--- config.mk ---
export PLATFORM = sky130hd
export DESIGN_NAME = mem_ctrl
export DESIGN_NICKNAME = d
export VERILOG_FILES = /design/src/rtl/mem_ctrl.sv
export SDC_FILE = /design/constraint.sdc
export NUM_CORES = 1
export LEC_CHECK = 0
export CORE_MARGIN = 3
export CORE_UTILIZATION = 40
export CTS_CLUSTER_SIZE = 12
export DETAILED_ROUTE_END_ITERATION = 10
export HOLD_SLACK_MARGIN = 0.08
export PLACE_DENSITY = 0.85
export SETUP_SLACK_MARGIN = 0.4
export SLEW_MARGIN = 15
export SYNTH_ARGS = -nofsm -noshare
export SYNTH_HDL_FRONTEND = slang
export SYNTH_SLANG_ARGS = --single-unit
--- constraint.sdc ---
create_clock -name clk -period 2.45 [get_ports clk]
set_clock_uncertainty 0.05 [all_clocks]
set_input_delay 0.49 -clock clk [delete_from_list [all_inputs] [get_ports clk]]
set_output_delay 0.49 -clock clk [all_outputs]
set_load 0.005 [all_outputs]
--- src/rtl/mem_ctrl.sv ---
// Data-memory access controller: one load/store per command, IDLE -> BUSY -> DONE.
// Latency: bus_req one cycle after accept; ld_valid/err one cycle after bus_ack or abort.
// Backpressure: stall holds the pipeline while a command is accepted or in flight; low in DONE.
module mem_ctrl #(
  parameter int TIMEOUT = 16
) (
  input  logic        clk,
  input  logic        rst_n,
  input  logic        cmd_en,
  input  logic        cmd_wr,
  input  logic [31:0] cmd_addr,
  input  logic [31:0] cmd_wdata,
  output logic        stall,
  output logic        ld_valid,
  output logic [31:0] ld_data,
  output logic        err,
  output logic        bus_req,
  output logic        bus_we,
  output logic [31:0] bus_addr,
  output logic [31:0] bus_wdata,
  input  logic [31:0] bus_rdata,
  input  logic        bus_ack
);

  typedef enum logic [1:0] {
    ST_IDLE = 2'd0,
    ST_BUSY = 2'd1,
    ST_DONE = 2'd2
  } state_t;

  // Last BUSY-cycle count before the access is abandoned.
  localparam logic [7:0] LP_CNT_LAST = 8'(TIMEOUT - 1);

  state_t      r_state;
  logic [7:0]  r_cnt;
  logic        r_bus_req;
  logic        r_bus_we;
  logic [31:0] r_bus_addr;
  logic [31:0] r_bus_wdata;
  logic [31:0] r_ld_data;
  logic        r_ld_valid;
  logic        r_err;

  logic        w_misaligned;
  logic        w_timeout;

  assign w_misaligned = (cmd_addr[1:0] != 2'b00);
  assign w_timeout    = (r_cnt == LP_CNT_LAST);

  // Hold upstream while a command is being accepted or is on the bus; DONE releases it.
  always_comb begin
    stall = ((r_state == ST_IDLE) && cmd_en) || (r_state == ST_BUSY);
  end

  // Access sequencer with registered bus and completion outputs.
  always_ff @(posedge clk) begin
    if (!rst_n) begin
      r_state     <= ST_IDLE;
      r_cnt       <= 8'd0;
      r_bus_req   <= 1'b0;
      r_bus_we    <= 1'b0;
      r_bus_addr  <= 32'd0;
      r_bus_wdata <= 32'd0;
      r_ld_data   <= 32'd0;
      r_ld_valid  <= 1'b0;
      r_err       <= 1'b0;
    end else begin
      case (r_state)
        ST_IDLE: begin
          r_ld_valid <= 1'b0;
          r_err      <= 1'b0;
          if (cmd_en) begin
            if (w_misaligned) begin
              // Misaligned: never touches the bus, reports the abort from DONE.
              r_state <= ST_DONE;
              r_err   <= 1'b1;
            end else begin
              r_state     <= ST_BUSY;
              r_cnt       <= 8'd0;
              r_bus_req   <= 1'b1;
              r_bus_we    <= cmd_wr;
              r_bus_addr  <= cmd_addr;
              r_bus_wdata <= cmd_wdata;
            end
          end
        end
        ST_BUSY: begin
          // Ack takes priority over the timeout when both land in the same cycle.
          if (bus_ack) begin
            r_state   <= ST_DONE;
            r_bus_req <= 1'b0;
            r_bus_we  <= 1'b0;
            if (!r_bus_we) begin
              r_ld_data  <= bus_rdata;
              r_ld_valid <= 1'b1;
            end
          end else if (w_timeout) begin
            r_state   <= ST_DONE;
            r_bus_req <= 1'b0;
            r_bus_we  <= 1'b0;
            r_ld_data <= 32'd0;
            r_err     <= 1'b1;
          end else begin
            r_cnt <= r_cnt + 8'd1;
          end
        end
        ST_DONE: begin
          // The command still visible here is the one just served; always go back to IDLE.
          r_state    <= ST_IDLE;
          r_ld_valid <= 1'b0;
          r_err      <= 1'b0;
        end
        default: begin
          r_state   <= ST_IDLE;
          r_bus_req <= 1'b0;
          r_bus_we  <= 1'b0;
        end
      endcase
    end
  end

  assign bus_req   = r_bus_req;
  assign bus_we    = r_bus_we;
  assign bus_addr  = r_bus_addr;
  assign bus_wdata = r_bus_wdata;
  assign ld_data   = r_ld_data;
  assign ld_valid  = r_ld_valid;
  assign err       = r_err;

endmodule

; Yosys cells after proc, flatten, opt, wreduce, memory -nomap -nowiden
; Cells that the tools add are included.
[classes]
addsub = 1
n_eq_ne = 12
mux = 29
n_bitwise = 2
n_reduce_logical = 16
[op_table]
columns = operator, count
row1 = $mux W32, 3
row2 = $mux W8, 4
row3 = $ne A2 B2 Y1 const B, 8
row4 = $pmux W8 S2, 1
row5 = $mux W1, 12
row6 = $reduce_and A3 Y1, 4
row7 = $pmux W1 S3, 3
row8 = $add A8 B1 Y8 const B, 1
row9 = $eq A8 B4 Y1 const B, 1
row10 = $mux W2, 4
row11 = $reduce_bool A2 Y1, 4
row12 = $reduce_and A5 Y1, 1
row13 = $pmux W2 S2, 1
row14 = $reduce_and A4 Y1, 1
row15 = $ne A3 B3 Y1 const B, 1
row16 = $reduce_bool A3 Y1, 1
row17 = $eq A2 B1 Y1 const B, 1
row18 = $eq A2 B2 Y1 const B, 1
row19 = $logic_not A2 Y1, 1
row20 = $not A1 Y1, 2
row21 = $pmux W1 S2, 1
row22 = $reduce_and A2 Y1, 1
row23 = $reduce_or A2 Y1, 1
row24 = $logic_and A1 B1 Y1, 1
row25 = $logic_or A1 B1 Y1, 1
[totals]
register_bits = 110
elab_cells = 69

; Logic depth before layout (Yosys ltp)
; Gate-level depths: netlist of the first run.
[depth]
ltp_word = 4
mapped_depth = 8

; Least setup slack after synthesis of the first run
; Ideal clock, no wire load.
[synth_path]
kind = register to register
start = register r_state[1]
end = register r_cnt[5]
setup_time_ns = 0.071
arrival_time_ns = 1.814
slack_ns = 0.514
path_stages_with_launch = 8
path_buffers = 1
path_cell_list = dfxtp_1 -> inv_1 -> ha_1 -> clkbuf_1 -> nand2b_1 -> a22o_4 -> or4_1 -> a21oi_1
[synth_between]
elab_chain_len = 3
word_cells_on_any_way = 9
cone_classes = 5 x eq/ne / 1 x mux / 3 x reduce/logical
[synth_rtl]
columns = item, line_no
row1 = from (decl), 34  ; state_t r_state;
row2 = from (signal assigned), 58  ; r_state <= ST_IDLE;
row3 = from (signal assigned), 75  ; r_state <= ST_DONE;
row4 = from (signal assigned), 78  ; r_state <= ST_BUSY;
row5 = $eq A2 B1 Y1 / $logic_not A2 Y1 (equally long branches), 68  ; case (r_state)
row6 = $ne A2 B2 Y1 (no line) / $reduce_bool A2 Y1 (equally long branches), --
row7 = $reduce_and A5 Y1 (no line), --
row8 = to (signal assigned), 104  ; r_cnt <= r_cnt + 8'd1;
row9 = to (decl), 35  ; logic [7:0] r_cnt;
; Several ways; a longest one is shown, not always the timed one.
; A chain may end at the register's enable or synchronous reset.

; Worst setup path in the final report of the first run
[layout_path]
start = input cmd_addr[0]
end = register r_cnt[7]
[layout_between]
elab_chain_len = 3
[layout_rtl]
columns = item, line_no
row1 = from (decl), 11  ; input logic [31:0] cmd_addr,
row2 = $reduce_bool A2 Y1, 47  ; assign w_misaligned = (cmd_addr[1:0] != 2'b00);
row3 = $ne A2 B2 Y1 (no line), --
row4 = $reduce_and A5 Y1 (no line), --
; No other way between the ends.

==> run summary, run 1 <==
The run finished with clean final reports. The worst register-to-register path ends at r_cnt[7]. Synthesis produced a netlist with a net count of 552. The final number of setup-violating endpoints is 0. The cell-internal power came out at 2660 uW.

The first-pass GRT wire length came out at 19,200 um. The combinational cell fraction of total power came out at 14.7%. In this run the horizontal extent of the chip is 105 um. The net switching power is 831 uW. Counting flops and latches in the post-synthesis netlist gives 110. The largest area contributor in the netlist is sky130_fd_sc_hd__dfxtp_1.

The worst voltage drop across the vdd grid came out at 383 uV. Tracing the worst setup path back leads to its startpoint at cmd_addr[0]. The post-detailed-route wirelength per cell came out at 15.4 um.

The leakage power of the design came out at 0.00232 uW. The mean area per synthesized cell is 8.85 sq um. The share of synthesized flip-flops with an asynchronous set or reset came out at 0%.

For the pin with the worst max-slew slack, the measured transition is 718 ps. Sequential cells were found to cover 55.8% of the synthesized design area. The last weighted congestion value of the routability-driven placer is 0.846. The library cell used as clock root buffer is sky130_fd_sc_hd__clkbuf_8. The tightest min-delay check is of the flip-flop to flip-flop type. The tool flagged a number of max-cap violations equal to 0. The floorplan die area came out at 11,100 sq um. The sequential fraction of design power is 53.6%. The area of combinational cells with multiple inputs is 1660 sq um. After floorplanning, the core was divided into 35 placement rows. Clock-pin slew was measured on the worst setup and hold paths at 90 ps.

The main flop type after synthesis is sky130_fd_sc_hd__dfxtp_1. The number of cells after detailed placement came out at 758. The number of I/O port buffers is 201. The number of slew-limit violations in the final report came out at 0. Data on the critical path arrives at its endpoint at 2270 ps. The CTS buffer count came out at 9. The final-report hold violation count came out at 0. Walking the worst path, the cells encountered are clkdlybuf4s50_1 -> or3b_4 -> a22o_4 -> or4_4 -> a21oi_2. The total routed wirelength is 12,000 um. The maximum buffer depth of the clock tree is 2. The worst path buffer plus inverter count is 1. The detail-routed via count per cell is 5.05. The total overflow reported by the global router came out at 0. The pin count of the biggest net entering global routing is 65. The kind of cell adding the most delay to the critical path is simple AND/OR/NAND/NOR gates. The number of antenna diodes in the final layout is 0. The area of all placed cells without fillers came out at 6430 sq um. The total iterations of the first detailed-routing run came out at 4.

The Yosys step of the flow raised 0 warnings. The count of hold-fix buffers inserted at cts is 0. The share of the cycle needed by the critical path after routing is 82.7%. The number of nets in the finished design is 751. For this block, the via count after detailed routing is 3,935. The highest net fanout along the worst path is 7. Measured in cells, the most critical reg-to-reg path has a length of 7.

Setup repair after global routing left no endpoint under its margin. The critical path's slowest cell is sky130_fd_sc_hd__or4_4. At the worst endpoint, the required time is 2700 ps. The worst slew slack as a fraction of its limit is 51.6%. The worst setup path is launched from an input pin. The post-synthesis to final-layout area growth is 63.0%. The shortest period the worst path allows is 2020 ps. The top-level port count is 202. The area fraction of the dominant cell type after synthesis is 55.8%. The final standard cell count with taps included and fillers excluded is 779. The area of the placeable core came out at 9420 sq um. The fmax is 0.494 GHz.

Summing all placed instances gives a cell area of 6150 sq um. For this design, the sink count on the clock tree is 110. The maximum level of the CTS H-tree came out at 3. The power density over cell area came out at 542 nW/um^2.

The fill cell instance count of the final layout came out at 696. The DRC violation count after routing is 0. The area of the mapped netlist is 3950 sq um. The DRC marker count from the first detailed-route iteration came out at 232.

In this run the worst setup path terminates at r_cnt[7]. The delay of the slowest critical-path stage is 520 ps. The register-to-register path setup slack is 480 ps. The critical path is of the input pin to flip-flop type. The power share of the clock group came out at 31.8%. The effective utilization at floorplan is 41.9%. The die height is 105 um.

The overall power consumption is 3490 uW. The number of cells on the critical path came out at 5. The count of flip-flops with a built-in enable after synthesis came out at 0. The proportion of total power due to net switching came out at 23.8%. In this run the critical register-to-register path is launched from r_state[1]. Across the whole layout, storage elements account for 2210 sq um. TritonCTS built the clock tree. The global-route usage over all layers came out at 21.3%.

The initial antenna violation count is 0. The setup slack after placement came out at -6.98 ps. The via count of the first global-routing pass is 3,834. The smallest setup slack after layout came out at 425 ps. The HPWL after detailed placement is 8850 um. The utilization after layout came out at 68.3%.

The number of nets still failing antenna checks after routing is 0. The worst setup path is captured at a flip-flop. Sorting the synthesized cells by area gives the leading types as sky130_fd_sc_hd__dfxtp_1 56%, sky130_fd_sc_hd__nand2_1 13%, sky130_fd_sc_hd__a21oi_1 9.0%.

The insertion delay to the later sink of the worst-skew pair came out at 360 ps. Counting every instance in the synthesized netlist gives 446. The distinct cell type count after synthesis is 36. The proportion of layout cells with a drive suffix above 1 came out at 7.69%.
## flip-flops by register name, indices dropped and copies added (netlist names)
signal and count:
bus_req 1, bus_wdata 32, ld_valid 1, r_cnt 8, err 1, bus_we 1, bus_addr 32, r_state 2
ld_data 32
## cell type report
class	count	area share (%)
Clock buffer	12	2.26
Multi-Input combinational cell	300	25.9
Inverter	6	0.350
Clock inverter	4	0.817
Timing Repair Buffer	218	33.9
Tap cell	129	2.51
Sequential cell	110	34.3
## cell families (layout without fill, tap and decap cells)
kind of cell    count (synthesis)  count (layout)  synth area share, %
flops                         110             110                 55.8
buf+inv                        36             240                 3.55
compound gates                126             126                 20.8
fa+ha+maj                       5               5                 1.58
mux                             1               1                0.254
simple gates                  168             168                 18.0
## power by group through the flow
stage | combinational (uW) | sequential (uW) | clock (uW)
finish | 512 | 1870 | 1110
global route | 551 | 1870 | 1200
CTS | 504 | 1870 | 1140
detailed placement | 494 | 1910 | 0
global placement | 480 | 1910 | 0
floorplan | 165 | 1910 | 0
## cell usage in the layout (no fill, tap or decap), types with 2 or more instances in the layout
master	netlist	routed
sky130_fd_sc_hd__nand3_1	6	5
sky130_fd_sc_hd__and2_1	2	2
sky130_fd_sc_hd__o21ai_0	5	5
sky130_fd_sc_hd__ha_4	0	2
sky130_fd_sc_hd__a21oi_1	71	68
sky130_fd_sc_hd__o21a_1	2	2
sky130_fd_sc_hd__clkbuf_1	20	2
sky130_fd_sc_hd__nand2_1	134	134
sky130_fd_sc_hd__inv_6	0	2
sky130_fd_sc_hd__and3_1	4	4
sky130_fd_sc_hd__a22o_1	32	32
sky130_fd_sc_hd__a21oi_2	0	3
sky130_fd_sc_hd__o22ai_1	2	2
sky130_fd_sc_hd__clkbuf_8	0	10
sky130_fd_sc_hd__o31ai_1	5	5
sky130_fd_sc_hd__buf_4	0	14
sky130_fd_sc_hd__nor3_2	0	2
sky130_fd_sc_hd__ha_1	5	3
sky130_fd_sc_hd__dlymetal6s2s_1	0	2
sky130_fd_sc_hd__nand2b_1	3	3
sky130_fd_sc_hd__clkdlybuf4s50_1	0	198
sky130_fd_sc_hd__inv_2	0	3
sky130_fd_sc_hd__inv_1	6	3
sky130_fd_sc_hd__o221a_1	2	2
sky130_fd_sc_hd__dfxtp_1	110	108
sky130_fd_sc_hd__buf_12	0	3
sky130_fd_sc_hd__or4_4	0	2
sky130_fd_sc_hd__or3_1	2	2
sky130_fd_sc_hd__nor3_1	6	4
sky130_fd_sc_hd__nor4_1	2	2
## metrics by stage
step           hold WS [ps]  setup TNS, ps
2_1_floorplan           403              0
3_3_place_gp            391              0
3_5_place_dp            395          -6.98
4_1_cts                 410              0
5_1_grt                 419              0
6_report                408              0
## worst register-to-register path, cell delays in order, from the launching register on
cell,delay (ps)
sky130_fd_sc_hd__dfxtp_2,370
sky130_fd_sc_hd__inv_2,70
sky130_fd_sc_hd__ha_4,160
sky130_fd_sc_hd__buf_4,160
sky130_fd_sc_hd__nand2b_1,180
sky130_fd_sc_hd__a22o_4,260
sky130_fd_sc_hd__or4_4,520
sky130_fd_sc_hd__a21oi_2,130
## metal layers
metal | vias to the layer above | global-route usage (%) | wire, um
met1 | 1831 | 23.6 | 4610
li1 | 1931 | - | -
met4 | 0 | 6.28 | 186
met5 | - | 0 | 0
met2 | 158 | 38.0 | 6100
met3 | 15 | 7.78 | 1070
## worst min path at each step
stage	depth (start not counted)	end	start
final	2	bus_wdata[20]	bus_wdata[20]
after global routing	2	bus_wdata[16]	bus_wdata[16]
after CTS	2	bus_addr[8]	bus_addr[8]
after detailed placement	2	bus_addr[8]	bus_addr[8]
after global placement	2	bus_addr[17]	bus_addr[17]
after floorplan	2	bus_addr[10]	bus_addr[10]
## synthesized netlist by cell type (all sizes together) (3+ instances only)
cell,instances
ha,5
a21oi,71
or4,3
inv,6
and3,4
nand2,134
clkbuf,20
o221a,3
o31ai,5
dfxtp,110
o21ai,5
a22o,33
nand3,6
buf,10
nor3,6
nand2b,3
## repair_timing
action                                  4_1_cts  5_1_grt
gates resized for setup                       8        8
endpoints found under the setup margin        3       28
pin swaps                                     1        5
setup buffers                                 1        4
Power figures use the tool's default switching activity.
==> run 2, diff against run 1 <==
==> constraint.sdc (replaced) <==
create_clock -name clk -period 2.1 [get_ports clk]
set_clock_uncertainty 0.05 [all_clocks]
set_input_delay 0.42 -clock clk [delete_from_list [all_inputs] [get_ports clk]]
set_output_delay 0.42 -clock clk [all_outputs]
set_load 0.005 [all_outputs]
==> run 2 against run 1 <==
- sequential cell count stayed put
- worst hold slack worse by 1.9 ps
- sequential power is 17% higher
- largest cell class is now buffers
==> run summary, run 2 (synthesis gave the netlist of run 1 again) <==
The DRC marker count from the first detailed-route iteration came out at 210 (-9.5%). The CTS buffer count is 9 (unchanged). The worst reg-to-reg path cell count came out at 4 (-3). The area of all placed cells without fillers came out at 7000 sq um (+8.8%). The number of cells traversed by the worst hold path came out at 2 (unchanged). The number of maximum-capacitance constraint violations is 0 (unchanged). The floorplan die area came out at 11,100 sq um (unchanged).

The critical register-to-register path endpoint is err. The worst setup path is of the flip-flop to flip-flop kind. The register-to-register path setup slack is 290 ps (-190 ps). The shortest period the worst path allows came out at 1810 ps.

The number of nets in the finished design is 775 (+3.2%). The area of the placeable core is 9420 sq um (unchanged). The leakage power of the design was 0.00356 uW (+54%). The total iterations of the first detailed-routing run is 5 (+1). The proportion of layout cells with a drive suffix above 1 came out at 23.1% (+15 points).

The number of cells after detailed placement came to 769 (+1.5%). The total routed wirelength is 14,100 um (+18%). The instance area at placement is 6300 sq um (+2.5%). The die outline width came out at 105 um (unchanged). The total number of vias came out at 4,156 (+5.6%).

The effective utilization at floorplan was 41.9% (unchanged). The data required time at the worst endpoint came out at 2300 ps (-400 ps). The total overflow reported by the global router is 0 (unchanged). STA classifies the critical path endpoint as a flip-flop.

The power density over cell area is 577 nW/um^2 (+6.5%). The pin count of the biggest net entering global routing came to 37 (-43%). The maximum buffer depth of the clock tree came out at 2 (unchanged). The top cell types in the final layout, fill and taps aside, are 131 x sky130_fd_sc_hd__nand2_1, 107 x sky130_fd_sc_hd__clkdlybuf4s50_1, 60 x sky130_fd_sc_hd__a21oi_1, 57 x sky130_fd_sc_hd__dfxtp_2, 51 x sky130_fd_sc_hd__dfxtp_1. Clock tree synthesis selected as its root buffer the cell sky130_fd_sc_hd__clkbuf_8.

The detail-routed via count per cell is 5.18 (+2.5%). The initial antenna violation count came out at 0 (unchanged). The antenna diode instance count came out at 0 (unchanged).

The worst endpoint data arrival time is 2020 ps (-250 ps). The utilization after layout is 74.3% (+6.0 points). Of the available clock period, the critical path in the final layout requires 86.4%. The first-pass GRT wire length is 20,100 um (+4.7%).

In this run the worst hold path is classified as flip-flop to flip-flop. The clock transition time at the flip-flop clock pins of the worst setup and hold paths was 100 ps (about the same). The final-report hold violation count is 0 (unchanged). The insertion delay to the later sink of the worst-skew pair is 350 ps (about the same). The global-route usage over all layers came out at 22.1% (+0.82 points). The worst slew slack as a fraction of its limit is 74.5% (+23 points). The startpoint type of the worst setup path is a flip-flop. The count of hold-fix buffers inserted at cts came out at 0 (unchanged). The number of I/O port buffers came to 201 (unchanged). Setup repair after global routing could not meet its margin everywhere. The highest net fanout along the worst path was 3 (-4). The fmax is 0.551 GHz. The top-level port count is 202 (unchanged). TritonCTS built the clock tree. The worst min-delay path endpoint is bus_addr[12]. The number of slew-limit violations in the final report is 0 (unchanged). The worst register-to-register path begins at r_cnt[4].

The final number of setup-violating endpoints is 0 (unchanged). The slew at the pin closest to its max-slew limit was 383 ps (-335 ps). The post-detailed-route wirelength per cell is 17.6 um (+14%). The fill cell instance count of the final layout was 628 (-9.8%). The start point of the worst min-delay path is bus_addr[12]. The leading cell type in the layout, fill and taps excluded is sky130_fd_sc_hd__nand2_1. The maximum level of the CTS H-tree was 3 (unchanged). The last weighted congestion value of the routability-driven placer came out at 0.859 (+1.6%).

The number of rows in the core area is 35 (unchanged). The die height is 105 um (unchanged). The number of clock sinks came to 110 (unchanged). The post-synthesis to final-layout area growth is 77.3%. The final standard cell count with taps included and fillers excluded came out at 803 (+3.1%). The worst hold margin was 406 ps (-1.91 ps). The post-DP HPWL was 9240 um (+4.4%). The via count of the first global-routing pass was 4,124 (+7.6%). The DRC violation count after routing came to 0 (unchanged). The number of nets still failing antenna checks after routing is 0 (unchanged). The worst voltage drop across the vdd grid is 433 uV (+13%). The run finished with clean final reports.
[run 2: what timing repair did]
| action | CTS | global route |
|---|---|---|
| cloned | 0 | 4 |
| setup buffers | 5 | 9 |
| pin swaps | 4 | 10 |
| endpoints found under the setup margin | 182 | 121 |
| gates resized for setup | 99 | 97 |
[run 2: final cells by class]
cell class	instances	area, sq um	area share (%)
clock buffers	10	128	1.82
clock inverters	6	47.5	0.679
inverters	6	25.0	0.358
multi-input cells	300	1810	25.8
flip-flops and latches	110	2280	32.6
well taps	129	161	2.31
repair buffers	242	2550	36.4
[run 2: per-stage QoR]
step | TNS, ps | setup WS [ps] | power (uW)
6_report | 0 | 285 | 4040
3_5_place_dp | -1600 | -244 | 2840
5_1_grt | 0 | 241 | 4200
2_1_floorplan | 0 | 291 | 2430
3_3_place_gp | -1190 | -217 | 2820
4_1_cts | 0 | 278 | 3990
[run 2: power breakdown]
| group | internal [uW] | switching [uW] | total (uW) |
|---|---|---|---|
| clock network | 442 | 723 | 1170 |
| logic | 409 | 284 | 693 |
| registers | 2150 | 32.9 | 2180 |
[run 2: worst max path at each step]
stage,from,end,depth (start not counted)
finish,r_cnt[4],err,4
global route,r_cnt[4],err,4
CTS,r_state[0],stall,5
detailed placement,cmd_en,r_cnt[5],5
global placement,cmd_en,r_cnt[5],5
floorplan,cmd_addr[0],r_cnt[5],4
[run 2: critical path, cell delays in order (launching register included)]
cell                      delay [ps]
sky130_fd_sc_hd__dfxtp_4         360
sky130_fd_sc_hd__or4_4           550
sky130_fd_sc_hd__or3_4           350
sky130_fd_sc_hd__o21a_1          170
sky130_fd_sc_hd__o221a_1         230
[run 2: layer usage]
layer	share of wire [%]	GRT usage [%]	wire length, um	up-vias
met2	52	40.4	7310	191
met4	1.1	6.56	158	0
met1	39	24.1	5440	1975
met5	0	0	0	-
li1	-	-	-	1977
met3	8.5	7.47	1200	13
==> run 3, diff against run 2 <==
--- a/config.mk
+++ b/config.mk
@@ -5,7 +5,6 @@
 export SDC_FILE = /design/constraint.sdc
 export NUM_CORES = 1
 export LEC_CHECK = 0
-export CORE_MARGIN = 3
 export CORE_UTILIZATION = 40
 export CTS_CLUSTER_SIZE = 12
 export DETAILED_ROUTE_END_ITERATION = 10
==> run 3 against run 2 <==
- routed wire length fell by 10%
- global-route usage increased by 1.0 points
- worst hold slack lost 1.2 ps
- sequential power is essentially flat
- clock power increased by 16%
- utilization down 1.5 points
- cell count is 0.75% lower
- largest cell class unchanged
- critical path depth is the same
==> run summary, run 3 (synthesis gave the netlist of run 1 again) <==
The flow ran to the end, and the final reports show no timing, DRC or antenna violations. The cell-internal power came out at 3140 uW (+4.5%). The overall power consumption came out at 4190 uW (+3.7%). The clock transition time at the flip-flop clock pins of the worst setup and hold paths is 110 ps (about the same). The post-synthesis to final-layout area growth is 73.8%. The effective utilization at floorplan came to 41.9% (unchanged). The number of cells after detailed placement came to 767 (-0.26%). The die outline width came out at 101 um (-3.8%). The detail-routed via count per cell is 5.24 (+1.3%). The floorplan die area is 10,300 sq um (-7.5%). The number of maximum-capacitance constraint violations is 0 (unchanged).

The utilization after layout came to 72.9% (-1.5 points). The maximum buffer depth of the clock tree is 2 (unchanged). The via count of the first global-routing pass is 4,108 (-0.39%). The initial antenna violation count is 0 (unchanged). The number of rows in the core area is 35 (unchanged).

The worst endpoint data arrival time is 2080 ps (+60 ps). The share of the cycle needed by the critical path after routing came out at 88.5% (+2.1 points). The DRC violation count after routing is 0 (unchanged). The post-detailed-route wirelength per cell came out at 15.9 um (-9.7%).

The total overflow reported by the global router is 0 (unchanged). The accumulated negative setup slack came out at 0 ps (unchanged). The total number of vias is 4,179 (+0.55%).

The top-level port count is 202 (unchanged). The number of slew-limit violations in the final report is 0 (unchanged). The final number of setup-violating endpoints was 0 (unchanged). The highest net fanout along the worst path was 3 (unchanged).

The tree is rooted in a sky130_fd_sc_hd__clkbuf_8. The CTS buffer count was 9 (unchanged). The total iterations of the first detailed-routing run came to 5 (unchanged). The nature of the critical path endpoint is a flip-flop. The worst slew slack as a fraction of its limit is 68.7% (-5.8 points). The final-report hold violation count is 0 (unchanged). The proportion of layout cells with a drive suffix above 1 is 21.9% (-1.3 points).

The power share of the clock group was 32.5% (+3.7 points). The number of I/O port buffers is 201 (unchanged). The shortest period the worst path allows is 1860 ps (+43.7 ps). The first-pass GRT wire length came to 18,800 um (-6.6%).

In the layout the commonest cells are 133 x sky130_fd_sc_hd__nand2_1, 102 x sky130_fd_sc_hd__clkdlybuf4s50_1, 68 x sky130_fd_sc_hd__a21oi_1, 63 x sky130_fd_sc_hd__dfxtp_2, 55 x sky130_fd_sc_hd__dlymetal6s2s_1. The number of clock sinks is 110 (unchanged). The class of the most critical setup path is flip-flop to flip-flop. The last weighted congestion value of the routability-driven placer came out at 0.851 (-0.93%). The power density over cell area came to 611 nW/um^2 (+5.8%). The die height came out at 101 um (-3.8%). The antenna diode instance count came to 0 (unchanged). The slew at the pin closest to its max-slew limit is 465 ps (+82.1 ps).

The leading cell type in the layout, fill and taps excluded is sky130_fd_sc_hd__nand2_1. The final standard cell count with taps included and fillers excluded is 797 (-0.75%). The combinational cell fraction of total power is 15.3% (-1.9 points). The worst setup path is launched from a flip-flop. The area of the placeable core came out at 9420 sq um (unchanged). The sequential fraction of design power is 52.1% (-1.9 points). The leakage power of the design is 0.00364 uW (+2.1%).

The data required time at the worst endpoint came out at 2320 ps (+20 ps). Setup repair after global routing could not meet its margin everywhere. The insertion delay to the later sink of the worst-skew pair came out at 370 ps (+20 ps).

The fmax is 0.538 GHz (-2.4%). The worst voltage drop across the vdd grid came to 405 uV (-6.6%). TritonCTS built the clock tree. The DRC marker count from the first detailed-route iteration is 142 (-32%). The net switching power came out at 1060 uW (+1.4%).

The total routed wirelength is 12,600 um (-10%). The maximum level of the CTS H-tree came out at 3 (unchanged). The pin count of the biggest net entering global routing came out at 64 (+73%). The post-DP HPWL came to 8430 um (-8.8%). The number of nets still failing antenna checks after routing is 0 (unchanged). The number of nets in the finished design came out at 769 (-0.77%). The proportion of total power due to net switching came out at 25.2% (-0.56 points). The global-route usage over all layers came out at 23.2% (+1.0 points). The worst hold path belongs to the class flip-flop to flip-flop.
[run 3: cell types whose count changed in the layout (fill, tap and decap cells not counted), moves of 5 or more]
cell | before | now
sky130_fd_sc_hd__a21oi_1 | 60 | 68
sky130_fd_sc_hd__a21oi_2 | 11 | 3
sky130_fd_sc_hd__clkdlybuf4s50_1 | 107 | 102
sky130_fd_sc_hd__dfxtp_1 | 51 | 45
sky130_fd_sc_hd__dfxtp_2 | 57 | 63
sky130_fd_sc_hd__dlymetal6s2s_1 | 47 | 55
[run 3: cell type report]
type                       count  area, sq um
clock inverter                 6         75.1
clock buffer                  10          138
sequential                   110         2290
timing repair buffer         236         2420
multi-input combinational    300         1750
inverter                       6         30.0
tap                          129          161
fill                         625         2560
[run 3: timing repair]
item	CTS	global route
setup buffers	7	7
gates resized for setup	113	83
hold buffers	0	0
endpoints found under the hold margin	0	0
setup endpoints to repair	184	138
pin swaps	8	3
[run 3: metrics by stage]
stage	hold slack, ps	area, sq um	setup slack [ps]
after detailed placement	396	6270	-285
after global placement	391	6270	-262
after global routing	426	6860	212
after CTS	410	6630	280
after floorplan	403	3990	291
final	405	6860	242
[run 3: critical path, cell delays in order, from the launching register on]
cell and delay, ps:
sky130_fd_sc_hd__dfxtp_2 360, sky130_fd_sc_hd__or4_4 590, sky130_fd_sc_hd__or3_4 360, sky130_fd_sc_hd__o21a_1 180
sky130_fd_sc_hd__o221a_1 240
[run 3: routing by layer]
layer	track usage (%)	wire length, um	up-vias
met4	8.36	290	0
met2	42.1	6290	208
met5	0	0	-
met1	24.4	4750	1958
li1	-	-	1975
met3	8.56	1310	38
[run 3: power by group through the flow]
stage | Sequential (uW) | Clock (uW) | Combinational (uW)
2_1_floorplan | 2230 | 0 | 200
3_3_place_gp | 2220 | 0 | 589
3_5_place_dp | 2230 | 0 | 602
4_1_cts | 2180 | 1390 | 628
5_1_grt | 2190 | 1470 | 689
6_report | 2190 | 1360 | 643
[run 3: worst paths after layout]
| check | slack [ps] | endpoint | depth (start not counted) | startpoint |
|---|---|---|---|---|
| worst min-delay path | 410 | bus_addr[20] | 2 | bus_addr[20] |
| worst max-delay path | 240 | err | 4 | r_cnt[7] |
| worst max register to register | 240 | err | 4 | r_cnt[7] |
| worst min register to register | 410 | bus_addr[20] | 2 | bus_addr[20] |
